**src/rtl/wei_feed_ctrl_if.sv**
```systemverilog
// Status/control bundle between the weight-feed controller and the weight feeder.
// Input-named signals are feeder status; output-named signals are controller commands.
interface wei_feed_ctrl_if;
    logic i_done;
    logic i_til_done;
    logic i_fifo_full;
    logic i_fifo_empty;
    logic i_feeder_stall;
    logic i_wei_deadlock;
    logic i_pipeline_en;

    logic o_cnt_en;
    logic o_cnt_clear;
    logic o_cswitch;
    logic o_feeder_en;
    logic o_feeder_clear;
    logic o_wei_valid;
    logic o_finalpush;
    logic o_clearfifo;
    logic o_pop_en;

    modport master (
        input  i_done, i_til_done, i_fifo_full, i_fifo_empty,
               i_feeder_stall, i_wei_deadlock, i_pipeline_en,
        output o_cnt_en, o_cnt_clear, o_cswitch, o_feeder_en, o_feeder_clear,
               o_wei_valid, o_finalpush, o_clearfifo, o_pop_en
    );

    modport slave (
        output i_done, i_til_done, i_fifo_full, i_fifo_empty,
               i_feeder_stall, i_wei_deadlock, i_pipeline_en,
        input  o_cnt_en, o_cnt_clear, o_cswitch, o_feeder_en, o_feeder_clear,
               o_wei_valid, o_finalpush, o_clearfifo, o_pop_en
    );
endinterface

```
**src/rtl/wei_feed_ctrl.sv**
```systemverilog
// Weight-feed sequencer: clears the feeder, feeds and flushes each context in turn,
// drains the FIFO, and traps into ERROR on a sustained feeder deadlock.
module wei_feed_ctrl #(
    parameter int CTX_W      = 8,
    parameter int FLUSH_CYC  = 3,
    parameter int DL_TIMEOUT = 16
) (
    input  logic             i_clk,
    input  logic             i_rstn,
    input  logic             i_start,
    input  logic             i_abort,
    input  logic [CTX_W-1:0] i_ctx_total,
    wei_feed_ctrl_if.master  fb,
    output logic             o_busy,
    output logic             o_done,
    output logic             o_error,
    output logic [CTX_W-1:0] o_ctx_cnt
);

    localparam int FL_W = $clog2(FLUSH_CYC + 1);
    localparam int DL_W = $clog2(DL_TIMEOUT + 1);

    typedef enum logic [2:0] {
        S_IDLE   = 3'd0,
        S_CLEAR  = 3'd1,
        S_FEED   = 3'd2,
        S_FLUSH  = 3'd3,
        S_SWITCH = 3'd4,
        S_DRAIN  = 3'd5,
        S_ERROR  = 3'd6
    } state_t;

    state_t           r_state;
    state_t           w_next;
    logic [FL_W-1:0]  r_flush_cnt;
    logic [DL_W-1:0]  r_dl_cnt;
    logic [CTX_W-1:0] r_ctx_cnt;

    logic             w_accept;
    logic             w_dl_state;
    logic             w_dl_trip;
    logic             w_flush_last;
    logic             w_pop;
    logic [CTX_W-1:0] w_ctx_last;
    logic             w_unused_til;

    assign w_unused_til = fb.i_til_done;
    assign w_accept     = !fb.i_fifo_full && !fb.i_feeder_stall;
    assign w_dl_state   = (r_state == S_FEED) || (r_state == S_FLUSH) || (r_state == S_DRAIN);
    // Trip on the cycle the counter would reach the timeout, so ERROR follows the last deadlock cycle.
    assign w_dl_trip    = w_dl_state && fb.i_wei_deadlock && (r_dl_cnt >= DL_W'(DL_TIMEOUT - 1));
    assign w_flush_last = w_accept && (r_flush_cnt == FL_W'(FLUSH_CYC - 1));
    assign w_ctx_last   = (i_ctx_total == {CTX_W{1'b0}}) ? {CTX_W{1'b0}} : (i_ctx_total - CTX_W'(1));
    assign w_pop        = fb.i_pipeline_en && !fb.i_fifo_empty;
    assign o_ctx_cnt    = r_ctx_cnt;

    // State register
    always_ff @(posedge i_clk or negedge i_rstn) begin
        if (!i_rstn) begin
            r_state <= S_IDLE;
        end else begin
            r_state <= w_next;
        end
    end

    // Context index, flush progress and deadlock duration counters
    always_ff @(posedge i_clk or negedge i_rstn) begin
        if (!i_rstn) begin
            r_ctx_cnt   <= {CTX_W{1'b0}};
            r_flush_cnt <= {FL_W{1'b0}};
            r_dl_cnt    <= {DL_W{1'b0}};
        end else begin
            if (w_next == S_CLEAR && (r_state == S_IDLE || r_state == S_ERROR)) begin
                r_ctx_cnt <= {CTX_W{1'b0}};
            end else if (r_state == S_SWITCH && w_next == S_FEED) begin
                r_ctx_cnt <= r_ctx_cnt + CTX_W'(1);
            end else begin
                r_ctx_cnt <= r_ctx_cnt;
            end

            if (w_next != S_FLUSH) begin
                r_flush_cnt <= {FL_W{1'b0}};
            end else if (r_state == S_FLUSH && w_accept) begin
                r_flush_cnt <= r_flush_cnt + FL_W'(1);
            end else begin
                r_flush_cnt <= r_flush_cnt;
            end

            if (!(w_dl_state && fb.i_wei_deadlock)) begin
                r_dl_cnt <= {DL_W{1'b0}};
            end else if (r_dl_cnt < DL_W'(DL_TIMEOUT)) begin
                r_dl_cnt <= r_dl_cnt + DL_W'(1);
            end else begin
                r_dl_cnt <= r_dl_cnt;
            end
        end
    end

    // Next-state decode: abort beats deadlock, deadlock beats normal progress
    always_comb begin
        w_next = r_state;
        if (i_abort) begin
            w_next = S_IDLE;
        end else if (w_dl_trip) begin
            w_next = S_ERROR;
        end else begin
            case (r_state)
                S_IDLE:   w_next = i_start ? S_CLEAR : S_IDLE;
                S_CLEAR:  w_next = S_FEED;
                S_FEED:   w_next = (fb.i_done && w_accept) ? S_FLUSH : S_FEED;
                S_FLUSH: begin
                    if (w_flush_last) begin
                        w_next = (r_ctx_cnt == w_ctx_last) ? S_DRAIN : S_SWITCH;
                    end else begin
                        w_next = S_FLUSH;
                    end
                end
                S_SWITCH: w_next = S_FEED;
                S_DRAIN:  w_next = fb.i_fifo_empty ? S_IDLE : S_DRAIN;
                S_ERROR:  w_next = i_start ? S_CLEAR : S_ERROR;
                default:  w_next = S_IDLE;
            endcase
        end
    end

    // Output decode from current state and inputs; reset forces everything low
    always_comb begin
        fb.o_cnt_en       = 1'b0;
        fb.o_cnt_clear    = 1'b0;
        fb.o_cswitch      = 1'b0;
        fb.o_feeder_en    = 1'b0;
        fb.o_feeder_clear = 1'b0;
        fb.o_wei_valid    = 1'b0;
        fb.o_finalpush    = 1'b0;
        fb.o_clearfifo    = 1'b0;
        fb.o_pop_en       = 1'b0;
        o_busy            = 1'b0;
        o_done            = 1'b0;
        o_error           = 1'b0;
        case (r_state)
            S_IDLE: begin
                o_busy = 1'b0;
            end
            S_CLEAR: begin
                fb.o_cnt_clear    = 1'b1;
                fb.o_feeder_clear = 1'b1;
                fb.o_clearfifo    = 1'b1;
                o_busy            = 1'b1;
            end
            S_FEED: begin
                fb.o_cnt_en    = 1'b1;
                fb.o_feeder_en = 1'b1;
                fb.o_wei_valid = 1'b1;
                fb.o_pop_en    = w_pop;
                o_busy         = 1'b1;
            end
            S_FLUSH: begin
                fb.o_feeder_en = 1'b1;
                fb.o_finalpush = 1'b1;
                fb.o_pop_en    = w_pop;
                o_busy         = 1'b1;
            end
            S_SWITCH: begin
                fb.o_cswitch = 1'b1;
                fb.o_pop_en  = w_pop;
                o_busy       = 1'b1;
            end
            S_DRAIN: begin
                fb.o_pop_en = w_pop;
                o_busy      = 1'b1;
                o_done      = fb.i_fifo_empty && !w_dl_trip;
            end
            S_ERROR: begin
                o_error = 1'b1;
            end
            default: begin
                o_busy = 1'b0;
            end
        endcase
        if (i_abort) begin
            fb.o_cnt_en       = 1'b0;
            fb.o_cswitch      = 1'b0;
            fb.o_feeder_en    = 1'b0;
            fb.o_wei_valid    = 1'b0;
            fb.o_finalpush    = 1'b0;
            fb.o_pop_en       = 1'b0;
            fb.o_cnt_clear    = 1'b1;
            fb.o_feeder_clear = 1'b1;
            fb.o_clearfifo    = 1'b1;
            o_done            = 1'b0;
        end else begin
            o_done = o_done;
        end
        if (!i_rstn) begin
            fb.o_cnt_en       = 1'b0;
            fb.o_cnt_clear    = 1'b0;
            fb.o_cswitch      = 1'b0;
            fb.o_feeder_en    = 1'b0;
            fb.o_feeder_clear = 1'b0;
            fb.o_wei_valid    = 1'b0;
            fb.o_finalpush    = 1'b0;
            fb.o_clearfifo    = 1'b0;
            fb.o_pop_en       = 1'b0;
            o_busy            = 1'b0;
            o_done            = 1'b0;
            o_error           = 1'b0;
        end else begin
            o_busy = o_busy;
        end
    end

endmodule

```
**src/flat_wrapper.sv**
```systemverilog
// flat-port wrapper written by rule: the top's interface ports become plain ports
module wei_feed_ctrl_flat 
#(
    parameter int CTX_W      = 8,
    parameter int FLUSH_CYC  = 3,
    parameter int DL_TIMEOUT = 16
)
  (i_clk, i_rstn, i_start, i_abort, i_ctx_total, o_busy, o_done, o_error, o_ctx_cnt, fb_i_done, fb_i_til_done, fb_i_fifo_full, fb_i_fifo_empty, fb_i_feeder_stall, fb_i_wei_deadlock, fb_i_pipeline_en, fb_o_cnt_en, fb_o_cnt_clear, fb_o_cswitch, fb_o_feeder_en, fb_o_feeder_clear, fb_o_wei_valid, fb_o_finalpush, fb_o_clearfifo, fb_o_pop_en);
  wei_feed_ctrl_if fb_i ();
  input  logic i_clk;
  input  logic i_rstn;
  input  logic i_start;
  input  logic i_abort;
  input  logic [CTX_W-1:0] i_ctx_total;
  output logic o_busy;
  output logic o_done;
  output logic o_error;
  output logic [CTX_W-1:0] o_ctx_cnt;
  input wire logic [$bits(fb_i.i_done)-1:0] fb_i_done;
  input wire logic [$bits(fb_i.i_til_done)-1:0] fb_i_til_done;
  input wire logic [$bits(fb_i.i_fifo_full)-1:0] fb_i_fifo_full;
  input wire logic [$bits(fb_i.i_fifo_empty)-1:0] fb_i_fifo_empty;
  input wire logic [$bits(fb_i.i_feeder_stall)-1:0] fb_i_feeder_stall;
  input wire logic [$bits(fb_i.i_wei_deadlock)-1:0] fb_i_wei_deadlock;
  input wire logic [$bits(fb_i.i_pipeline_en)-1:0] fb_i_pipeline_en;
  output wire logic [$bits(fb_i.o_cnt_en)-1:0] fb_o_cnt_en;
  output wire logic [$bits(fb_i.o_cnt_clear)-1:0] fb_o_cnt_clear;
  output wire logic [$bits(fb_i.o_cswitch)-1:0] fb_o_cswitch;
  output wire logic [$bits(fb_i.o_feeder_en)-1:0] fb_o_feeder_en;
  output wire logic [$bits(fb_i.o_feeder_clear)-1:0] fb_o_feeder_clear;
  output wire logic [$bits(fb_i.o_wei_valid)-1:0] fb_o_wei_valid;
  output wire logic [$bits(fb_i.o_finalpush)-1:0] fb_o_finalpush;
  output wire logic [$bits(fb_i.o_clearfifo)-1:0] fb_o_clearfifo;
  output wire logic [$bits(fb_i.o_pop_en)-1:0] fb_o_pop_en;
  assign fb_i.i_done = fb_i_done;
  assign fb_i.i_til_done = fb_i_til_done;
  assign fb_i.i_fifo_full = fb_i_fifo_full;
  assign fb_i.i_fifo_empty = fb_i_fifo_empty;
  assign fb_i.i_feeder_stall = fb_i_feeder_stall;
  assign fb_i.i_wei_deadlock = fb_i_wei_deadlock;
  assign fb_i.i_pipeline_en = fb_i_pipeline_en;
  assign fb_o_cnt_en = fb_i.o_cnt_en;
  assign fb_o_cnt_clear = fb_i.o_cnt_clear;
  assign fb_o_cswitch = fb_i.o_cswitch;
  assign fb_o_feeder_en = fb_i.o_feeder_en;
  assign fb_o_feeder_clear = fb_i.o_feeder_clear;
  assign fb_o_wei_valid = fb_i.o_wei_valid;
  assign fb_o_finalpush = fb_i.o_finalpush;
  assign fb_o_clearfifo = fb_i.o_clearfifo;
  assign fb_o_pop_en = fb_i.o_pop_en;
  wei_feed_ctrl #(.CTX_W(CTX_W), .FLUSH_CYC(FLUSH_CYC), .DL_TIMEOUT(DL_TIMEOUT)) u_core (.i_clk(i_clk), .i_rstn(i_rstn), .i_start(i_start), .i_abort(i_abort), .i_ctx_total(i_ctx_total), .fb(fb_i), .o_busy(o_busy), .o_done(o_done), .o_error(o_error), .o_ctx_cnt(o_ctx_cnt));
endmodule
```
**config.mk**
```make
export PLATFORM = sky130hd
export DESIGN_NAME = wei_feed_ctrl_flat
export DESIGN_NICKNAME = d
export VERILOG_FILES = /design/src/rtl/wei_feed_ctrl_if.sv /design/src/rtl/wei_feed_ctrl.sv /design/src/flat_wrapper.sv
export SDC_FILE = /design/constraint.sdc
export NUM_CORES = 1
export LEC_CHECK = 0
export ABC_AREA = 0
export CORE_UTILIZATION = 45
export CTS_BUF_LIST = sky130_fd_sc_hd__clkbuf_8
export CTS_CLUSTER_DIAMETER = 60
export DETAILED_ROUTE_END_ITERATION = 6
export PLACE_DENSITY = 0.75
export SYNTH_ARGS = -nofsm -noshare
export SYNTH_HDL_FRONTEND = slang
export SYNTH_SLANG_ARGS = --single-unit
```
**constraint.sdc**
```tcl
create_clock -name i_clk -period 2.5 [get_ports i_clk]
set_input_delay 0.25 -clock i_clk [delete_from_list [all_inputs] [get_ports i_clk]]
set_output_delay 0.25 -clock i_clk [all_outputs]
set_load 0.005 [all_outputs]
```
==> results.json, run 1 <==
{
  "status": "finished clean",
  "hold_class": "in -> async",
  "grt_usage_pct": 23.8,
  "cts_tree": "done",
  "cts_made_buffers": 3,
  "cts-root-buf": "clkbuf_8",
  "first_pass_iters": 4,
  "die_h_um": 59.9,
  "netlist_instances": 182,
  "grt_pass1_wl_um": 6450,
  "arrival_ns": 2.09,
  "fin_area_um2": 2020,
  "synth_flop_cell": "dfrtp_1",
  "fillCellCount": 260,
  "hold_buffers": 0,
  "drc_errors": 0,
  "power.leakage_nw": 0.821,
  "setup_ws_ns": 0.156,
  "placed_cells": 264,
  "place_area_um2": 1960,
  "cts_htree_levels": 1,
  "ys_warn_count": 0,
  "postCtsSetupBuffers": 0,
  "drive_gt1_share_pct": 9.82,
  "layout_common_cells": "clkdlybuf4s50_1, nor2_1, dfrtp_1",
  "dieArea_um2": 3590,
  "detail_route.wl_per_cell_um": 14.1,
  "maxSlewHeadroom_pct": 74.6,
  "die_w_um": 59.9,
  "total_power_uw": 687,
  "r2r_cells": 8,
  "async_flop_share_pct": 100,
  "worstPathMaxFanout": 4,
  "intPower_uw": 509,
  "synth_edf_count": 0,
  "netlist_area_um2": 1510,
  "skew_ns": 0.00185,
  "grt_antenna_before_repair": 0,
  "syn_nets": 206,
  "ant_nets": 0,
  "vias": 1558,
  "endpoint": "o_done",
  "post_cts_resized": 0,
  "viasPerCell": 5.81,
  "seqPwrFrac_pct": 43.9,
  "r2r_end": "u_core.o_ctx_cnt[4]",
  "combinationalPowerShare_pct": 21.5,
  "io_pins": 39,
  "reg2reg_from": "u_core.r_dl_cnt[0]",
  "start_kind": "register",
  "synth-seq-cells": 18,
  "p_sw_uw": 178,
  "setup_viol": 0,
  "place_ws_ns": -0.0221,
  "syn_to_final_growth_pct": 33.8,
  "tightestPinTransition_ns": 0.377,
  "critPathKind": "reg -> out",
  "grt_pass1_vias": 1482,
  "initial_core_util_pct": 48.3,
  "rrSetupSlack_ns": 0.31,
  "clkSinkCount": 18,
  "clk_pin_slew_ns": 0.07,
  "p_sw_share_pct": 25.9,
  "cts.path.max_buffers": 2,
  "io_buffers": 37,
  "num_rows": 20,
  "end_kind": "output port",
  "final_hold_viol_count": 0,
  "period_needed_ns": 2.34,
  "fmax_mhz": 427,
  "avgSynthCellArea_um2": 8.30,
  "cp.required_ns": 2.25,
  "grt_max_degree": 16,
  "max_cap_violations": 0,
  "dp_hpwl_um": 2980,
  "dr.first_iter.drc_count": 126,
  "num_antenna_cells": 0,
  "gp_congestion": 0.873,
  "final_common_cell": "clkdlybuf4s50_1",
  "fin_nets": 249,
  "slew_viol_final": 0,
  "yosysSeqAreaShare_pct": 29.8,
  "post-route-period-util_pct": 93.8,
  "clock_latency_ns": 0.25,
  "core_um2": 3130,
  "rsz0062_at_grt": "no",
  "final_core_util_pct": 64.6,
  "yosysUniqueCellTypes": 49,
  "clockPowerShare_pct": 34.6,
  "irDropWorstVdd_uv": 287,
  "grt.overflow.total": 0,
  "power_density_nw_per_um2": 340,
  "crit_start": "u_core.r_dl_cnt[0]",
  "finalWirelength_um": 3780,
  "instances_no_fill": 268
}
## critical path: stages, from the launching register on
cell	delay, ns
dfrtp_1	0.42
ha_1	0.22
and3_1	0.18
ha_1	0.17
nor2_1	0.12
a21oi_1	0.11
nor2_1	0.12
clkdlybuf4s50_1	0.50
## synthesized netlist by cell type (all sizes together), types with 5 or more instances
library cell | count | area share (%)
nor2 | 23 | 5.7
dfrtp | 18 | 30
a21oi | 9 | 3.0
inv | 9 | 2.2
nor3 | 9 | 3.3
buf | 8 | 3.1
nand2 | 8 | 2.0
o21ai | 8 | 2.9
xor2 | 8 | 4.6
xnor2 | 7 | 4.1
a211oi | 6 | 3.3
nand3 | 6 | 2.0
and3 | 5 | 2.1
ha | 5 | 4.1
## final cells by class
| type | instances | area [um^2] | area share, % |
|---|---|---|---|
| Clock buffer | 4 | 55.1 | 2.72 |
| Multi-Input combinational cell | 145 | 972 | 48.1 |
| Inverter | 9 | 33.8 | 1.67 |
| Timing Repair Buffer | 48 | 453 | 22.4 |
| Sequential cell | 18 | 452 | 22.4 |
| Tap cell | 44 | 55.1 | 2.72 |
## routing by layer
layer / wire length (um) / vias to the layer above / GRT usage (%)
met3: 211 / 4 / 4.55
met1: 1680 / 745 / 30.4
li1: - / 751 / -
met5: 0 / - / 0
met2: 1860 / 58 / 40.6
met4: 24 / 0 / 6.64
## worst min path at each step
stage / endpoint / slack (ns)
finish: u_core.r_dl_cnt[3] / 0.37
global placement: u_core.r_dl_cnt[3] / 0.54
floorplan: u_core.o_ctx_cnt[0] / -0.05
CTS: u_core.r_dl_cnt[3] / 0.36
global route: u_core.r_dl_cnt[1] / 0.38
detailed placement: u_core.r_dl_cnt[3] / 0.57
## metrics by stage
step | hold WS, ns | setup TNS [ns]
floorplan | -0.0456 | 0
detailed placement | 0.574 | -0.0571
CTS | 0.356 | 0
global route | 0.375 | 0
global placement | 0.542 | 0
finish | 0.367 | 0
## logic make-up (layout without fill, tap and decap cells)
group	Yosys count	count (layout)	share of synthesized area, %
and+or+nand+nor	82	82	31.3
DFF	18	18	29.8
adders and majority gates	5	5	4.14
buffers and inverters	19	61	5.80
muxes	2	2	1.33
xor gates and xnor gates	15	15	8.70
AOI/OAI and AO/OA	41	41	18.9
## power groups by stage
stage / registers (mW) / clock network, mW / logic, mW
2_1_floorplan: 0.304 / 0 / 0.0752
3_3_place_gp: 0.306 / 0 / 0.142
3_5_place_dp: 0.307 / 0 / 0.147
4_1_cts: 0.301 / 0.247 / 0.148
5_1_grt: 0.302 / 0.259 / 0.163
6_report: 0.302 / 0.238 / 0.148
## state kept, by name, indices dropped and copies added, names as in the netlist
name / flops
u_core.r_dl_cnt: 5
u_core.r_state: 3
u_core.o_ctx_cnt: 8
u_core.r_flush_cnt: 2
No activity file was read; power rests on OpenSTA's default activity.
==> run 2: changes to the inputs <==
CAP_MARGIN = 15   (was unset)
==> results of run 2 <==
Final layout, timing and power as in run 1 (identical DEF).
